$ cat src/rtl/muffer_seq_ctrl.sv
// muffer_seq_ctrl: circular-window sequencer driving one Muffer scratchpad.
// Optional stall statistics counter: define MUFFER_SEQ_STALL_STATS_EN.
module muffer_seq_ctrl #(
    parameter int DEPTH         = 16,
    parameter int PAR_WRITE     = 1,
    parameter int PAR_READ      = 1,
    parameter int ADDR_WIDTH    = $clog2(DEPTH),
    parameter int STRIDE_WIDTH  = 4,
    parameter int WIN_CNT_WIDTH = 8
) (
    input  logic                     clk,
    input  logic                     rst_n,
    input  logic                     start,
    input  logic [STRIDE_WIDTH-1:0]  cfg_stride,
    input  logic [WIN_CNT_WIDTH-1:0] cfg_num_win,
    input  logic                     in_valid,
    output logic                     in_ready,
    output logic                     win_valid,
    input  logic                     win_ready,
    output logic                     busy,
    output logic                     done,
    output logic [ADDR_WIDTH:0]      occupancy,
    output logic                     mf_write_en,
    output logic [ADDR_WIDTH-1:0]    mf_write_addr,
    output logic [ADDR_WIDTH-1:0]    mf_read_addr,
    output logic [15:0]              stall_cycles
);

    typedef enum logic [1:0] {
        S_IDLE = 2'd0,
        S_RUN  = 2'd1,
        S_DONE = 2'd2
    } state_e;

    localparam int OW = ADDR_WIDTH + 1;

    state_e                   state_q, state_d;
    logic [ADDR_WIDTH-1:0]    wr_ptr_q, wr_ptr_d;
    logic [ADDR_WIDTH-1:0]    rd_ptr_q, rd_ptr_d;
    logic [OW-1:0]            occ_q, occ_d;
    logic [WIN_CNT_WIDTH-1:0] win_cnt_q, win_cnt_d;
    logic [WIN_CNT_WIDTH-1:0] num_win_q, num_win_d;
    logic [STRIDE_WIDTH-1:0]  stride_q, stride_d;

    logic        run;
    logic        accept;
    logic        take;
    logic [31:0] occ_w;
    logic [31:0] stride_w;
    logic [31:0] need_w;

    // stride_q and num_win_q hold the effective (zero-mapped-to-one) values
    assign run      = (state_q == S_RUN);
    assign occ_w    = 32'(occ_q);
    assign stride_w = 32'(stride_q);
    assign need_w   = (stride_w > 32'(PAR_READ)) ? stride_w : 32'(PAR_READ);

    assign in_ready  = run && ((occ_w + 32'(PAR_WRITE)) <= 32'(DEPTH));
    assign win_valid = run && (occ_w >= need_w);
    assign accept    = in_valid && in_ready;
    assign take      = win_valid && win_ready;

    assign mf_write_en   = accept;
    assign mf_write_addr = wr_ptr_q;
    assign mf_read_addr  = rd_ptr_q;
    assign occupancy     = occ_q;
    assign busy          = (state_q != S_IDLE);
    assign done          = (state_q == S_DONE);

    always_comb begin
        state_d   = state_q;
        wr_ptr_d  = wr_ptr_q;
        rd_ptr_d  = rd_ptr_q;
        occ_d     = occ_q;
        win_cnt_d = win_cnt_q;
        num_win_d = num_win_q;
        stride_d  = stride_q;
        unique case (state_q)
            S_IDLE: begin
                if (start) begin
                    state_d   = S_RUN;
                    wr_ptr_d  = '0;
                    rd_ptr_d  = '0;
                    occ_d     = '0;
                    win_cnt_d = '0;
                    stride_d  = (cfg_stride == '0)
                              ? STRIDE_WIDTH'(1) : cfg_stride;
                    num_win_d = (cfg_num_win == '0)
                              ? WIN_CNT_WIDTH'(1) : cfg_num_win;
                end
            end
            S_RUN: begin
                if (accept) begin
                    wr_ptr_d = wr_ptr_q + ADDR_WIDTH'(PAR_WRITE);
                end
                if (take) begin
                    rd_ptr_d  = ADDR_WIDTH'(32'(rd_ptr_q) + stride_w);
                    win_cnt_d = win_cnt_q + WIN_CNT_WIDTH'(1);
                    if (win_cnt_q == (num_win_q - WIN_CNT_WIDTH'(1))) begin
                        state_d = S_DONE;
                    end
                end
                occ_d = OW'(occ_w
                      + (accept ? 32'(PAR_WRITE) : 32'd0)
                      - (take ? stride_w : 32'd0));
            end
            S_DONE: begin
                state_d = S_IDLE;
            end
            default: begin
                state_d = S_IDLE;
            end
        endcase
    end

    always_ff @(posedge clk) begin
        if (!rst_n) begin
            state_q   <= S_IDLE;
            wr_ptr_q  <= '0;
            rd_ptr_q  <= '0;
            occ_q     <= '0;
            win_cnt_q <= '0;
            num_win_q <= WIN_CNT_WIDTH'(1);
            stride_q  <= STRIDE_WIDTH'(1);
        end else begin
            state_q   <= state_d;
            wr_ptr_q  <= wr_ptr_d;
            rd_ptr_q  <= rd_ptr_d;
            occ_q     <= occ_d;
            win_cnt_q <= win_cnt_d;
            num_win_q <= num_win_d;
            stride_q  <= stride_d;
        end
    end

`ifdef MUFFER_SEQ_STALL_STATS_EN
    logic [15:0] stall_q, stall_d;

    always_comb begin
        stall_d = stall_q;
        if ((state_q == S_IDLE) && start) begin
            stall_d = '0;
        end else if (run && in_valid && !win_valid
                     && (stall_q != 16'hFFFF)) begin
            stall_d = stall_q + 16'd1;
        end
    end

    always_ff @(posedge clk) begin
        if (!rst_n) begin
            stall_q <= '0;
        end else begin
            stall_q <= stall_d;
        end
    end

    assign stall_cycles = stall_q;
`else
    assign stall_cycles = 16'd0;
`endif

endmodule
$ cat config.mk
export PLATFORM = sky130hd
export DESIGN_NAME = muffer_seq_ctrl
export DESIGN_NICKNAME = d
export VERILOG_FILES = /design/src/rtl/muffer_seq_ctrl.sv
export SDC_FILE = /design/constraint.sdc
export NUM_CORES = 1
export LEC_CHECK = 0
export CORE_MARGIN = 4
export CORE_UTILIZATION = 35
export CTS_CLUSTER_SIZE = 20
export DETAILED_ROUTE_END_ITERATION = 10
export SLEW_MARGIN = 20
export SYNTH_ARGS = -nofsm -noshare
export SYNTH_HDL_FRONTEND = slang
export SYNTH_SLANG_ARGS = --single-unit
$ cat constraint.sdc
create_clock -name clk -period 4.5 [get_ports clk]
set_input_delay 1.125 -clock clk [delete_from_list [all_inputs] [get_ports clk]]
set_output_delay 1.125 -clock clk [all_outputs]
set_load 0.01 [all_outputs]
==> summary.json, run 1 <==
{
  "maxCapViolations": {"value": 0},
  "layout_commonest_cell": {"value": "sky130_fd_sc_hd__nand2_1"},
  "worst_hold_path.num_cells": {"value": 2},
  "grt_util_all_layers": {"value": 14.8, "unit": "%"},
  "grt_pass1_wl": {"value": 9.16, "unit": "mm"},
  "first_iter_violations": {"value": 76},
  "layout_worst_path_cycle_share": {"value": 80.1, "unit": "%"},
  "grt_overflow": {"value": 0},
  "cts_sinks": {"value": 35},
  "largest_stage_delay_on_the_critical_path": {"value": 0.46, "unit": "ns"},
  "die_width": {"value": 89.6, "unit": "microns"},
  "cellLeakagePower": {"value": 0.00106, "unit": "uW"},
  "fp-row-count": {"value": 29},
  "place_area": {"value": 2640, "unit": "sq um"},
  "final-max-slew-violation-count": {"value": 0},
  "crit_path_start_kind": {"value": "input port"},
  "layout.cells.most_common_list": {"value": "sky130_fd_sc_hd__nand2_1 (38), sky130_fd_sc_hd__dfxtp_1 (35), sky130_fd_sc_hd__clkdlybuf4s50_1 (34)"},
  "critical_path.startpoint": {"value": "win_ready"},
  "grt_setup_unrepaired": {"value": "false"},
  "regToRegStartpoint": {"value": "stride_q[1]$_SDFFE_PN0P_"},
  "worst_path_max_delay_cell": {"value": "sky130_fd_sc_hd__clkdlybuf4s50_1"},
  "sequential_cell_area": {"value": 701, "unit": "sq um"},
  "final-hold-violation-count": {"value": 0},
  "multi_input_area": {"value": 1420, "unit": "sq um"},
  "n_antenna_cell": {"value": 0},
  "grt_antenna_before_repair": {"value": 0},
  "share_of_the_synthesized_area_in_the_top_cell_type": {"value": 30.1, "unit": "%"},
  "worstPathBufferInverterCount": {"value": 3},
  "detailedRoute.firstPassIterationCount": {"value": 4},
  "final_core_utilization": {"value": 42.6, "unit": "%"},
  "io_pins": {"value": 51},
  "synth-seq-area-share": {"value": 30.1, "unit": "%"},
  "layout-drive-gt1-share": {"value": 6.31, "unit": "%"},
  "gp_congestion": {"value": 0.837},
  "total_non_filler_cell_area_in_the_finished_layout": {"value": 2740, "unit": "sq um"},
  "dieHeight": {"value": 89.6, "unit": "microns"},
  "tritoncts": {"value": "yes"},
  "ctsRootBufferMaster": {"value": "sky130_fd_sc_hd__clkbuf_8"},
  "dr_total_vias": {"value": 1986},
  "post_synth.cell_area_avg": {"value": 8.11, "unit": "sq um"},
  "postRouteWirelength": {"value": 5.43, "unit": "mm"},
  "cts_setup_buffers": {"value": 0},
  "hold_path_class": {"value": "reg2reg"},
  "worst_path_dominant_cell_family": {"value": "adder cells"},
  "tightestPinTransition": {"value": 0.731, "unit": "ns"},
  "r2r_end": {"value": "occupancy[4]$_SDFFE_PN0P_"},
  "postRouteAntennaNets": {"value": 0},
  "insertion_delay": {"value": 0.30, "unit": "ns"},
  "synthesis.yosys.warnings": {"value": 0},
  "start_point_of_the_worst_min_delay_path": {"value": "num_win_q[7]$_SDFFE_PN0P_"},
  "grt_start_max_net_pins": {"value": 22},
  "setup_skew": {"value": 0.00984, "unit": "ns"},
  "post_synth_instance_area": {"value": 2330, "unit": "sq um"},
  "synth-edff-count": {"value": 0},
  "power_density": {"value": 267, "unit": "nW/um^2"},
  "hold_buffers": {"value": 0},
  "synth.largest_area_cell": {"value": "sky130_fd_sc_hd__dfxtp_1"},
  "worst_setup_path_type": {"value": "in2reg"},
  "design.core.area": {"value": 6420, "unit": "sq um"},
  "dpl.hpwl": {"value": 4.09, "unit": "mm"},
  "cells_taking_the_most_area_after_synthesis": {"value": "sky130_fd_sc_hd__dfxtp_1 (30%), sky130_fd_sc_hd__ha_1 (9.7%), sky130_fd_sc_hd__nand2_1 (6.1%), sky130_fd_sc_hd__a21oi_1 (6.0%), sky130_fd_sc_hd__buf_4 (5.2%)"},
  "clockBufferDepth": {"value": 2},
  "vias_in_the_first_global_route": {"value": 1910},
  "cts_buffers": {"value": 5},
  "drc": {"value": 0},
  "reg2regPathDepth": {"value": 17},
  "initial_utilization": {"value": 36.3, "unit": "%"},
  "synth.distinct_cells": {"value": 52},
  "overall_power_of_the_completed_layout": {"value": 731, "unit": "uW"},
  "synthesis.instances": {"value": 287},
  "setup_tns": {"value": 0, "unit": "ns"},
  "final_net_count": {"value": 353},
  "maxClockFrequency": {"value": 278, "unit": "MHz"},
  "via_density_per_instance": {"value": 5.04},
  "postCtsResizedCells": {"value": 0},
  "whs": {"value": 0.468, "unit": "ns"},
  "clock_tree.htree_level_count": {"value": 2},
  "area_delta_synth_final": {"value": 17.6, "unit": "%"},
  "worstPathCellList": {"value": "clkdlybuf4s50_1 -> a21boi_4 -> and3_1 -> and2_1 -> ha_1 -> inv_1 -> ha_1 -> inv_1 -> fa_1 -> nor2b_1 -> o21a_1 -> o21ai_0 -> a21oi_1 -> mux2i_1"},
  "fin_crit": {"value": 3.60, "unit": "ns"},
  "maxSlewHeadroom": {"value": 51.2, "unit": "%"},
  "placement.io_buffers": {"value": 34},
  "path_clk_slew": {"value": 0.07, "unit": "ns"},
  "dominantRegCellSynth": {"value": "sky130_fd_sc_hd__dfxtp_1"},
  "outcome": {"value": "finished, final reports clean"},
  "finalSetupViolCount": {"value": 0},
  "arrival": {"value": 3.83, "unit": "ns"},
  "crit_path_end_kind": {"value": "flop"},
  "num-fill-cells": {"value": 649},
  "ys_seq_elements": {"value": 35},
  "worst-r2r-setup-slack": {"value": 1.05, "unit": "ns"},
  "postSynth.asyncResetShare": {"value": 0, "unit": "%"},
  "design.die.area": {"value": 8020, "unit": "sq um"},
  "power.ir.vdd_worst": {"value": 116, "unit": "uV"},
  "timing.hold.worst_endpoint": {"value": "num_win_q[7]$_SDFFE_PN0P_"},
  "avgRoutedWirePerCell": {"value": 13.8, "unit": "microns"},
  "critical_path_required": {"value": 4.73, "unit": "ns"},
  "cp_max_fo": {"value": 5}
}
## kinds of logic after synthesis
| group | count (synthesis) | share of synthesized area [%] |
|---|---|---|
| AOI/OAI and AO/OA | 57 | 15.1 |
| xor gates and xnor gates | 16 | 6.34 |
| adders and majority gates | 20 | 11.4 |
| buffers and inverters | 48 | 11.4 |
| DFF | 35 | 30.1 |
| muxes | 3 | 1.29 |
| other | 1 | 0.161 |
| and+or+nand+nor | 107 | 24.2 |
## power by group
part | switching (uW) | internal (uW) | leakage (uW)
clock network | 117 | 140 | 0.0000515
logic | 78.2 | 62.1 | 0.000725
registers | 14.3 | 320 | 0.000284
## through the flow
step                      instances  setup slack (ns)
after floorplan                 302              1.15
after global placement          386             0.652
after detailed placement        386             0.615
after CTS                       394             0.900
after global routing            394             0.674
final                           394             0.897
## state kept, by name, indices dropped and copies added, names as in the netlist
name	count
mf_write_addr	4
occupancy	5
win_cnt_q	8
num_win_q	8
state_q	2
stride_q	4
mf_read_addr	4
## routing by layer
metal | global-route usage (%) | vias to the layer above | routed length (microns)
met1 | 20.1 | 916 | 2720
met3 | 3.59 | 7 | 241
met5 | 0 | - | 0
met2 | 22.6 | 52 | 2360
met4 | 5.68 | 0 | 109
li1 | - | 1011 | -
## layout make-up
| type | instances | share of cell area [%] |
|---|---|---|
| multi-input combinational | 219 | 51.8 |
| tap | 77 | 3.52 |
| clock buffer | 8 | 3.65 |
| timing repair buffer | 35 | 12.7 |
| sequential | 35 | 25.6 |
| inverter | 20 | 2.74 |
## cells in the mapped netlist (all sizes together), types with 2 or more instances
cell	n
a31oi	3
ha	18
nor4	3
clkbuf	6
a21o	3
and3	2
o211ai	2
or4	5
a31o	2
nor2b	4
o21ai	9
xor2	8
nand2	38
a21oi	28
mux2i	3
fa	2
xnor2	8
o21a	2
or2	2
inv	20
o31ai	2
nor2	18
nor3	4
nand4	7
nand3	13
or3	4
buf	22
nand2b	2
and2	2
o21bai	2
dfxtp	35
## worst max path at each step
stage                                     end  depth (start not counted)
floorplan           occupancy[4]$_SDFFE_PN0P_                         14
global placement    occupancy[4]$_SDFFE_PN0P_                         14
detailed placement  occupancy[4]$_SDFFE_PN0P_                         14
CTS                 occupancy[4]$_SDFFE_PN0P_                         14
global route        occupancy[4]$_SDFFE_PN0P_                         14
finish              occupancy[4]$_SDFFE_PN0P_                         14
## worst reg2reg max path, delay by kind of cell (launching register included)
kind	cells	cell delay (ns)
compound gates	5	0.83
fa+ha+maj	4	1.01
buf+inv	3	0.23
flops	1	0.45
mux	1	0.19
simple gates	4	0.69
Note: power is estimated with default switching activity, not from simulation.
==> run 2, diff against run 1 <==
==> constraint.sdc (replaced) <==
create_clock -name clk -period 3.6 [get_ports clk]
set_input_delay 0.9 -clock clk [delete_from_list [all_inputs] [get_ports clk]]
set_output_delay 0.9 -clock clk [all_outputs]
set_load 0.01 [all_outputs]
==> run 2 against run 1 <==
Critical path depth grew 3. Via count grew 0.65%. Count of clock-buffer cells in the layout shrank 2. Sequential cell count is the same. Register-to-register slack lost 0.75 ns. Setup slack lost 0.60 ns. Clock skew shrank 0.0047 ns. Global-route usage shrank 0.45 points. Wire length grew 0.88%. First-iteration DRC count grew 64%. Final cell count grew 1.3%.
==> summary.json, run 2 (same netlist as run 1, synthesis figures left out) <==
{
  "io_pins": {"value": 51, "change": "unchanged"},
  "worst-r2r-setup-slack": {"value": 0.30, "unit": "ns", "change": "-0.75 ns"},
  "postCtsResizedCells": {"value": 0, "change": "unchanged"},
  "grt_antenna_before_repair": {"value": 0, "change": "unchanged"},
  "outcome": {"value": "finished, final reports clean"},
  "grt_setup_unrepaired": {"value": "false"},
  "grt_pass1_wl": {"value": 9.00, "unit": "mm", "change": "-1.7%"},
  "fp-row-count": {"value": 29, "change": "unchanged"},
  "layout_commonest_cell": {"value": "sky130_fd_sc_hd__nand2_1"},
  "maxClockFrequency": {"value": 303, "unit": "MHz"},
  "setup_tns": {"value": 0, "unit": "ns", "change": "unchanged"},
  "power.share.sequential": {"value": 42.6, "unit": "%", "change": "-3.1 points"},
  "final-max-slew-violation-count": {"value": 0, "change": "unchanged"},
  "maxCapViolations": {"value": 0, "change": "unchanged"},
  "design.die.area": {"value": 8020, "unit": "sq um", "change": "unchanged"},
  "routed.top_layer": {"value": "met4"},
  "n_antenna_cell": {"value": 0, "change": "unchanged"},
  "place.detailed.instances": {"value": 391, "change": "+1.3%"},
  "detailedRoute.firstPassIterationCount": {"value": 4, "change": "unchanged"},
  "setup_skew": {"value": 0.00510, "unit": "ns", "change": "-0.00473 ns"},
  "layout.cells.most_common_list": {"value": "sky130_fd_sc_hd__nand2_1 (38), sky130_fd_sc_hd__dfxtp_1 (35), sky130_fd_sc_hd__clkdlybuf4s50_1 (34)"},
  "r2r_end": {"value": "occupancy[4]$_SDFFE_PN0P_"},
  "avgRoutedWirePerCell": {"value": 13.7, "unit": "microns", "change": "-0.38%"},
  "path_clk_slew": {"value": 0.08, "unit": "ns", "change": "about the same"},
  "p_comb_share": {"value": 19.1, "unit": "%", "change": "about the same"},
  "crit_path_start_kind": {"value": "flop"},
  "sw_frac_of_total": {"value": 27.6, "unit": "%", "change": "-1.1 points"},
  "crit_path_end_kind": {"value": "flop"},
  "worstPathCellList": {"value": "inv_1 -> a31o_2 -> ha_1 -> nor2b_1 -> o21ai_2 -> and3_1 -> and2_1 -> ha_1 -> inv_1 -> ha_1 -> inv_1 -> fa_1 -> nor2b_1 -> o21a_1 -> or3_1 -> a21oi_1 -> mux2i_1"},
  "num-fill-cells": {"value": 643, "change": "-0.92%"},
  "finalSetupViolCount": {"value": 0, "change": "unchanged"},
  "drc": {"value": 0, "change": "unchanged"},
  "place_area": {"value": 2680, "unit": "sq um", "change": "+1.4%"},
  "critical_path_required": {"value": 3.82, "unit": "ns", "change": "-0.91 ns"},
  "placement.io_buffers": {"value": 34, "change": "unchanged"},
  "insertion_delay": {"value": 0.29, "unit": "ns", "change": "about the same"},
  "design.core.area": {"value": 6420, "unit": "sq um", "change": "unchanged"},
  "tritoncts": {"value": "yes"},
  "arrival": {"value": 3.52, "unit": "ns", "change": "-0.31 ns"},
  "wl_met3": {"value": 342, "unit": "microns", "change": "+42%"},
  "power.ir.vdd_worst": {"value": 217, "unit": "uV", "change": "+87%"},
  "vias_in_the_first_global_route": {"value": 1883, "change": "-1.4%"},
  "final_core_utilization": {"value": 43.5, "unit": "%", "change": "+0.86 points"},
  "tightestPinTransition": {"value": 0.731, "unit": "ns", "change": "+0.000227 ns"},
  "initial_utilization": {"value": 36.3, "unit": "%", "change": "unchanged"},
  "worst_path_max_delay_cell": {"value": "sky130_fd_sc_hd__dfxtp_1"},
  "dieHeight": {"value": 89.6, "unit": "microns", "change": "unchanged"},
  "route.layer.met1.wl": {"value": 2.71, "unit": "mm", "change": "-0.44%"},
  "grt_start_max_net_pins": {"value": 22, "change": "unchanged"},
  "cellLeakagePower": {"value": 0.00110, "unit": "uW", "change": "+3.3%"},
  "ctsRootBufferMaster": {"value": "sky130_fd_sc_hd__clkbuf_8"},
  "cp_max_fo": {"value": 4, "change": "-1"},
  "layout_worst_path_cycle_share": {"value": 91.7, "unit": "%"},
  "stdcell_count": {"value": 399, "change": "+1.3%"},
  "hold_buffers": {"value": 0, "change": "unchanged"},
  "cts_setup_buffers": {"value": 0, "change": "unchanged"},
  "overall_power_of_the_completed_layout": {"value": 978, "unit": "uW", "change": "+34%"},
  "layout-drive-gt1-share": {"value": 8.07, "unit": "%", "change": "+1.8 points"},
  "regToRegStartpoint": {"value": "stride_q[3]$_SDFFE_PN0P_"},
  "power_density": {"value": 350, "unit": "nW/um^2", "change": "+31%"},
  "postRouteWirelength": {"value": 5.48, "unit": "mm", "change": "+0.88%"},
  "die_width": {"value": 89.6, "unit": "microns", "change": "unchanged"},
  "fin_crit": {"value": 3.30, "unit": "ns"},
  "via_density_per_instance": {"value": 5.01, "change": "-0.61%"},
  "cts_buffers": {"value": 5, "change": "unchanged"},
  "clockBufferDepth": {"value": 2, "change": "unchanged"},
  "first_iter_violations": {"value": 125, "change": "+64%"},
  "area_delta_synth_final": {"value": 20.0, "unit": "%"},
  "worst_hold_path.num_cells": {"value": 2, "change": "unchanged"},
  "maxSlewHeadroom": {"value": 51.2, "unit": "%", "change": "about the same"},
  "gp_congestion": {"value": 0.885, "change": "+5.8%"},
  "internal_power": {"value": 709, "unit": "uW", "change": "+36%"},
  "clock_tree.htree_level_count": {"value": 2, "change": "unchanged"},
  "worst_setup_path_type": {"value": "reg2reg"},
  "reg2regPathDepth": {"value": 17, "change": "unchanged"},
  "dr_total_vias": {"value": 1999, "change": "+0.65%"},
  "largest_stage_delay_on_the_critical_path": {"value": 0.37, "unit": "ns", "change": "-0.09 ns"},
  "grt_overflow": {"value": 0, "change": "unchanged"},
  "final_net_count": {"value": 358, "change": "+1.4%"},
  "timing.hold.worst_endpoint": {"value": "num_win_q[7]$_SDFFE_PN0P_"},
  "postRouteAntennaNets": {"value": 0, "change": "unchanged"},
  "hold_path_class": {"value": "reg2reg"},
  "start_point_of_the_worst_min_delay_path": {"value": "num_win_q[7]$_SDFFE_PN0P_"},
  "met2RoutedLength": {"value": 2.32, "unit": "mm", "change": "-1.6%"},
  "cts_sinks": {"value": 35, "change": "unchanged"},
  "dpl.hpwl": {"value": 4.09, "unit": "mm", "change": "-0.11%"},
  "final-hold-violation-count": {"value": 0, "change": "unchanged"},
  "grt_util_all_layers": {"value": 14.4, "unit": "%", "change": "-0.45 points"},
  "total_non_filler_cell_area_in_the_finished_layout": {"value": 2790, "unit": "sq um", "change": "+2.0%"},
  "power.switching": {"value": 269, "unit": "uW", "change": "+29%"},
  "power.clock.fraction": {"value": 38.3, "unit": "%", "change": "+3.2 points"}
}
==> run 2: per-stage QoR <==
stage	hold slack, ns	setup slack [ns]
2_1_floorplan	0.448	0.392
3_3_place_gp	0.462	0.0963
3_5_place_dp	0.464	0.0310
4_1_cts	0.475	0.296
5_1_grt	0.491	0.0257
6_report	0.471	0.300
==> run 2: layout make-up <==
cell class	count	area, sq um	area share [%]
multi-input cells	219	1420	50.8
flip-flops and latches	35	701	25.1
repair buffers	40	385	13.8
well taps	77	96.3	3.45
clock buffers	6	82.6	2.96
inverters	20	75.1	2.69
clock inverters	2	35.0	1.25
==> run 2: critical path, delay by kind of cell (launching register included) <==
kind | cells | cell delay [ns]
flip-flops | 1 | 0.37
buffers and inverters | 3 | 0.21
AND/OR/NAND/NOR | 5 | 0.90
adder cells (fa/ha/maj) | 4 | 0.89
multiplexers | 1 | 0.19
AO/OA/AOI/OAI | 4 | 0.68
==> run 2: power by group through the flow <==
stage	Clock (uW)	Sequential, uW	Combinational, uW
6_report	375	417	187
5_1_grt	397	419	210
4_1_cts	381	416	187
3_5_place_dp	0	425	186
3_3_place_gp	0	425	185
2_1_floorplan	0	422	135
==> run 2: worst max-delay path by stage <==
stage | end | slack, ns | from | cells after the start
2_1_floorplan | occupancy[4]$_SDFFE_PN0P_ | 0.39 | stride_q[1]$_SDFFE_PN0P_ | 18
3_3_place_gp | occupancy[4]$_SDFFE_PN0P_ | 0.1 | win_ready | 14
3_5_place_dp | occupancy[4]$_SDFFE_PN0P_ | 0.03 | win_ready | 14
4_1_cts | occupancy[4]$_SDFFE_PN0P_ | 0.30 | stride_q[3]$_SDFFE_PN0P_ | 17
5_1_grt | occupancy[4]$_SDFFE_PN0P_ | 0.03 | stride_q[3]$_SDFFE_PN0P_ | 17
6_report | occupancy[4]$_SDFFE_PN0P_ | 0.30 | stride_q[3]$_SDFFE_PN0P_ | 17
==> run 2: layer usage <==
layer,vias up,GRT usage [%]
met5,-,0
met4,0,5.14
met3,9,2.49
met2,61,21.5
met1,908,20.6
li1,1021,-
